$ cat src/rtl/mac_ctrl_pkg.sv
`default_nettype none
// ============================================================================
// Module  : mac_ctrl_pkg
// Brief   : Shared sizing constants and state encoding for the MAC sequencer.
// Rev     : 1.0  initial release
// ============================================================================
package mac_ctrl_pkg;

    localparam int C_BW      = 8;
    localparam int C_PR      = 8;
    localparam int C_CW      = 4;
    localparam int C_BW_PSUM = 2 * C_BW + 6;
    localparam int C_ACC_W   = C_BW_PSUM + C_CW;

    typedef logic [1:0] state_t;

    localparam state_t IDLE  = 2'd0;
    localparam state_t RUN   = 2'd1;
    localparam state_t DRAIN = 2'd2;
    localparam state_t HOLD  = 2'd3;

endpackage
`default_nettype wire

$ cat src/rtl/mac_8in.sv
`default_nettype none
// ============================================================================
// Module  : mac_8in
// Brief   : Combinational PR-lane signed dot product of two packed chunks.
// Rev     : 1.0  initial release
// ============================================================================
module mac_8in
    import mac_ctrl_pkg::*;
#(
    parameter int BW      = C_BW,
    parameter int PR      = C_PR,
    parameter int BW_PSUM = 2 * BW + 6
) (
    input  logic [PR*BW-1:0]          a,
    input  logic [PR*BW-1:0]          b,
    output logic signed [BW_PSUM-1:0] psum
);

    logic signed [BW_PSUM-1:0] w_prod [PR];

    for (genvar i = 0; i < PR; i++) begin : g_lane
        logic signed [BW-1:0]   w_a;
        logic signed [BW-1:0]   w_b;
        logic signed [2*BW-1:0] w_p;
        assign w_a       = a[BW*i +: BW];
        assign w_b       = b[BW*i +: BW];
        assign w_p       = w_a * w_b;
        assign w_prod[i] = BW_PSUM'(w_p);
    end

    always_comb begin
        psum = '0;
        for (int i = 0; i < PR; i++) begin
            psum = psum + w_prod[i];
        end
    end

endmodule
`default_nettype wire

$ cat src/rtl/mac_seq_ctrl.sv
`default_nettype none
// ============================================================================
// Module  : mac_seq_ctrl
// Brief   : Streams operand chunks through a 3-stage MAC pipeline, returns sum.
// Rev     : 1.0  initial release
// ============================================================================
module mac_seq_ctrl
    import mac_ctrl_pkg::*;
#(
    parameter int BW = C_BW,
    parameter int PR = C_PR,
    parameter int CW = C_CW,
    localparam int BW_PSUM = 2 * BW + 6,
    localparam int ACC_W   = BW_PSUM + CW
) (
    input  logic               clk,
    input  logic               reset_n,
    input  logic               start,
    input  logic [CW-1:0]      cfg_chunks,
    output logic               busy,
    input  logic               op_valid,
    output logic               op_ready,
    input  logic [PR*BW-1:0]   op_a,
    input  logic [PR*BW-1:0]   op_b,
    output logic               res_valid,
    input  logic               res_ready,
    output logic [ACC_W-1:0]   res_data
);

    state_t                    r_state;
    logic [CW-1:0]             r_cfg;
    logic [CW-1:0]             r_cnt;
    logic                      r_op_ready;
    logic                      r_res_valid;
    logic [ACC_W-1:0]          r_res_data;
    logic [PR*BW-1:0]          r_s1_a;
    logic [PR*BW-1:0]          r_s1_b;
    logic                      r_s1_v;
    logic signed [BW_PSUM-1:0] r_s2_psum;
    logic                      r_s2_v;
    logic signed [ACC_W-1:0]   r_acc;

    logic signed [BW_PSUM-1:0] w_psum;
    logic signed [ACC_W-1:0]   w_acc_next;
    logic                      w_take;
    logic                      w_last;

    mac_8in #(.BW(BW), .PR(PR), .BW_PSUM(BW_PSUM)) u_mac (
        .a    (r_s1_a),
        .b    (r_s1_b),
        .psum (w_psum)
    );

    assign w_take     = op_valid & r_op_ready;
    assign w_last     = w_take && ((r_cnt + CW'(1)) == r_cfg);
    assign w_acc_next = r_s2_v ? (r_acc + ACC_W'(r_s2_psum)) : r_acc;

    assign busy      = (r_state != IDLE);
    assign op_ready  = r_op_ready;
    assign res_valid = r_res_valid;
    assign res_data  = r_res_data;

    always_ff @(posedge clk or negedge reset_n) begin
        if (!reset_n) begin
            r_s1_a    <= '0;
            r_s1_b    <= '0;
            r_s1_v    <= 1'b0;
            r_s2_psum <= '0;
            r_s2_v    <= 1'b0;
        end else begin
            r_s1_v    <= w_take;
            r_s2_v    <= r_s1_v;
            r_s2_psum <= w_psum;
            if (w_take) begin
                r_s1_a <= op_a;
                r_s1_b <= op_b;
            end
        end
    end

    always_ff @(posedge clk or negedge reset_n) begin
        if (!reset_n) begin
            r_state     <= IDLE;
            r_cfg       <= '0;
            r_cnt       <= '0;
            r_op_ready  <= 1'b0;
            r_res_valid <= 1'b0;
            r_res_data  <= '0;
            r_acc       <= '0;
        end else begin
            case (r_state)
                IDLE: begin
                    if (start) begin
                        r_cfg <= cfg_chunks;
                        r_cnt <= '0;
                        r_acc <= '0;
                        if (cfg_chunks != '0) begin
                            r_state    <= RUN;
                            r_op_ready <= 1'b1;
                        end else begin
                            r_state     <= HOLD;
                            r_res_valid <= 1'b1;
                            r_res_data  <= '0;
                        end
                    end
                end
                RUN: begin
                    r_acc <= w_acc_next;
                    if (w_take) begin
                        r_cnt <= r_cnt + CW'(1);
                    end
                    if (w_last) begin
                        r_op_ready <= 1'b0;
                        r_state    <= DRAIN;
                    end
                end
                DRAIN: begin
                    r_acc <= w_acc_next;
                    // Nothing enters after the last accept, so an S2 slot with S1 empty is the final chunk.
                    if (r_s2_v && !r_s1_v) begin
                        r_state     <= HOLD;
                        r_res_valid <= 1'b1;
                        r_res_data  <= w_acc_next;
                    end
                end
                default: begin
                    if (res_ready) begin
                        r_res_valid <= 1'b0;
                        r_state     <= IDLE;
                    end
                end
            endcase
        end
    end

endmodule
`default_nettype wire
$ cat config.mk
export PLATFORM = sky130hd
export DESIGN_NAME = mac_seq_ctrl
export DESIGN_NICKNAME = d
export VERILOG_FILES = /design/src/rtl/mac_ctrl_pkg.sv /design/src/rtl/mac_8in.sv /design/src/rtl/mac_seq_ctrl.sv
export SDC_FILE = /design/constraint.sdc
export NUM_CORES = 2
export LEC_CHECK = 0
export ABC_AREA = 1
export BUFFER_PORTS_ARGS = -buffer_cell sky130_fd_sc_hd__buf_2
export CORE_ASPECT_RATIO = 0.8
export CORE_UTILIZATION = 50
export DETAILED_ROUTE_END_ITERATION = 6
export GPL_TIMING_DRIVEN = 0
export PLACE_DENSITY = 0.71
export REMOVE_ABC_BUFFERS = 1
export SLEW_MARGIN = 10
export SYNTH_ARGS = -nofsm -noshare
export SYNTH_HDL_FRONTEND = slang
export SYNTH_SLANG_ARGS = --single-unit
$ cat constraint.sdc
create_clock -name clk -period 11.4 [get_ports clk]
set_input_delay 2.28 -clock clk [delete_from_list [all_inputs] [get_ports clk]]
set_output_delay 2.28 -clock clk [all_outputs]
set_load 0.03 [all_outputs]
==> summary.md <==
| Metric | Value |
|---|---|
| Post-DP HPWL | `65040 µm` |
| Endpoint with the worst hold slack | `r_s2_v$_DFF_PN0_` |
| Crit start category | `register` |
| Vias per std cell | `about 4.9` |
| CTS tree | `yes` |
| Final Hold Fails | `0` |
| Skew-Pair Late Insertion Delay | `between 600 and 700 ps` |
| Die ar. | `68780 µm²` |
| Library cells used by synthesis | `40` |
| Share of cells above drive strength 1 | `13.58%` |
| Post-synth EDFFs | `0` |
| Initial antenna violation count | `1` |
| CP Max Fanout | `4` |
| Max stage delay on crit path | `between 500 and 600 ps` |
| Slowest CP cell | `fa_2` |
| Status | `completed` |
| CTS root buf | `clkbuf_16` |
| Setup crit end kind | `register` |
| Period minus WS final | `11400 ps` |
| Pre-antenna DRT Iters | `5` |
| TritonCTS Buffers | `28` |
| Avg Inst Size Synth | `between 8 and 9 µm²` |
| Synth warn | `0` |
| Vias in the first global route | `26180` |
| Antenna diodes | `0` |
| GRT overflow | `0` |
| Hold_buf cts | `0` |
| Final WL | `80940 µm` |
| Die Ht | `234.8 µm` |
| Most used DFF post-synth | `dfrtp_1` |
| Max H-tree Level | `1` |
| P&R area growth vs syn | `11.98%` |
| Slew @ Worst Pin | `742.3 ps` |
| RSZ-0062 raised after global routing | `true` |
| Ys async rst share | `100.0%` |
| Synth Cell Area | `33870 µm²` |
| Top Ports | `approximately 170` |
| Remaining DRCs | `0` |
| Port buffer count | `approximately 170` |
| Final Util | `57.18%` |
| Sequential-to-total area share from yosys stat | `between 10% and 20%` |
| Maxcap violations | `0` |
| Avg WL per Cell | `16.08 µm` |
| Clock buffer depth | `3` |
| Req. time, crit path | `11890 ps` |
| Die width | `293.0 µm` |
| Hold Crit Class | `register to register` |
| Starting density of the core | `51.07%` |
| Layout net count | `5182` |
| Final period util | `99.99%` |
| Hold Path Origin | `r_s1_v$_DFF_PN0_` |
| Worst slew margin | `50.46%` |
| ANT nets after route | `0` |
| Row count | `84` |
| Reg2reg start | `r_s1_a[4]$_DFFE_PN0P_` |
| Achievable frequency | `87.73 MHz` |
| WHS Path Cells | `0` |
| Initial DRC Count | `1847` |
| Final setup vio count | `0` |
| Clock sinks | `216` |
| Clock Skews | `about 17 ps` |
| #FFs+latches synth | `216` |
| R2R depth | `44` |
| DR vias | `24770` |
| Worst Path Arrival | `~12000 ps` |
| Global-route usage over all layers | `24.66%` |
| Crit path kind | `register to register` |
| Cell mode on critical path | `fa_1` |
| Worst R2R Setup Slack | `2 ps` |
| RePlAce Congestion | `between 0.9 and 1` |
| Pin count of the biggest net entering global routing | `94` |
| Core area | `66320 µm²` |
| Worst-path clk slew | `70 ps` |
| Synth Instances | `3989` |
| Final Max Slew Viols | `0` |
| Reg2reg end | `r_s2_psum[20]$_DFF_PN0_` |
| First-pass GRT wire length | `134700 µm` |
kinds of logic (layout without fill, tap and decap cells):
logic type	Yosys count	in the layout	share of synthesized area, %
adder cells (fa/ha/maj)	935	935	49.93
AO/OA/AOI/OAI	154	154	2.461
AND/OR/NAND/NOR	1392	1392	16.43
buffers and inverters	1236	1379	13.77
flip-flops	216	216	15.96
XOR/XNOR	55	55	1.422
multiplexers	1	1	0.02956
worst max-delay path by stage:
stage                                       from                      end  slack [ps]  depth (start not counted)
after floorplan            r_s1_a[7]$_DFFE_PN0P_  r_s2_psum[21]$_DFF_PN0_         400                         47
after global placement    r_s1_b[16]$_DFFE_PN0P_  r_s2_psum[21]$_DFF_PN0_        -890                         41
after detailed placement   r_s1_b[8]$_DFFE_PN0P_  r_s2_psum[21]$_DFF_PN0_        -840                         39
after CTS                  r_s1_a[1]$_DFFE_PN0P_  r_s2_psum[21]$_DFF_PN0_           3                         44
after global routing       r_s1_a[2]$_DFFE_PN0P_  r_s2_psum[17]$_DFF_PN0_        -350                         42
final                      r_s1_a[4]$_DFFE_PN0P_  r_s2_psum[20]$_DFF_PN0_           2                         44
layer usage:
metal / GRT usage [%] / share of wire (%)
met1: 35.82 / 44
met2: 38.88 / 46
met3: 3.935 / 7.1
met4: 5.791 / 2.4
met5: 0 / 0
critical path: cells and delay by family, from the launching register on:
| family | cells | cell delay [ps] |
|---|---|---|
| buffers and inverters | 13 | 900 |
| DFF | 1 | 450 |
| xor gates and xnor gates | 1 | 190 |
| adders and majority gates | 18 | 8170 |
| AOI/OAI and AO/OA | 4 | 730 |
| and+or+nand+nor | 8 | 830 |
cells in the final DEF (no fill, tap or decap), types with 18 or more instances in the layout:
master | synthesis | layout
a21oi_1 | 52 | 33
buf_2 | 2 | 164
buf_4 | 2 | 72
clkbuf_16 | 0 | 28
dfrtp_1 | 216 | 182
dfrtp_2 | 0 | 34
fa_1 | 694 | 679
ha_1 | 241 | 206
ha_4 | 0 | 34
inv_1 | 1065 | 1031
inv_2 | 6 | 37
nand2_1 | 1121 | 1089
nand2_2 | 1 | 23
nand3_1 | 98 | 94
nand4_1 | 18 | 18
nor2_1 | 96 | 84
o21ai_0 | 63 | 52
or2_2 | 43 | 40
xnor2_1 | 28 | 27
xor2_1 | 27 | 26
final cells by class:
class	instances	area [µm²]
fill	5834	28400
multi-input combinational	2537	24740
sequential	216	5448
inverter	1077	4071
timing repair buffer	250	1633
tap	903	1130
clock buffer	37	754.5
clock inverter	15	148.9
sequential cells by signal, summed over array words and instances (netlist names), 2 cells and up:
name / cells
r_s1_b: 64
r_s1_a: 64
r_cnt: 4
r_acc: 26
res_data: 26
r_cfg: 4
r_s2_psum: 22
r_state: 2
through the flow:
step           setup TNS, ps  hold WS (ps)  setup WS, ps  cell area [µm²]  instances
6_report                   0         379.7         1.572            37920       5035
5_1_grt                -1918         397.3        -351.8            37920       5035
4_1_cts                    0         384.7         2.967            37070       5004
3_5_place_dp           -6036         370.9        -844.6            35350       4903
3_3_place_gp          -10350         358.1        -886.1            35210       4898
2_1_floorplan              0         354.1         401.0            33250       3830
cells in the mapped netlist, types with 2 or more instances:
cell         n  share of area (%)
a21o_1       6               0.13
a21oi_1     52               0.77
a21oi_2      2              0.052
buf_1        3              0.033
buf_2        2              0.030
buf_4        2              0.044
clkbuf_1   151                1.7
clkinv_1     4              0.044
dfrtp_1    216                 16
fa_1       694                 41
ha_1       241                8.9
inv_1     1065                 12
inv_2        6              0.066
inv_4        2              0.037
nand2_1   1121                 12
nand3_1     98                1.4
nand4_1     18               0.33
nor2_1      96                1.1
nor2_4       3               0.10
nor3_1       6              0.089
nor4_1       3              0.055
o211ai_1     3              0.066
o21ai_0     63               0.93
o21ai_1     12               0.18
o21bai_1     5               0.11
o22ai_1      6               0.11
or2_2       43               0.79
xnor2_1     28               0.72
xor2_1      27               0.70
timing repair:
item / in CTS / in global routing
setup buffers: 49 / 31
setup endpoints to repair: 12 / 12
resized for setup: 115 / 146
pin swaps: 26 / 98
Power is left out: the tool's default activity adds up to more than one toggle a clock period on the data nets, which glitch-free logic cannot reach.
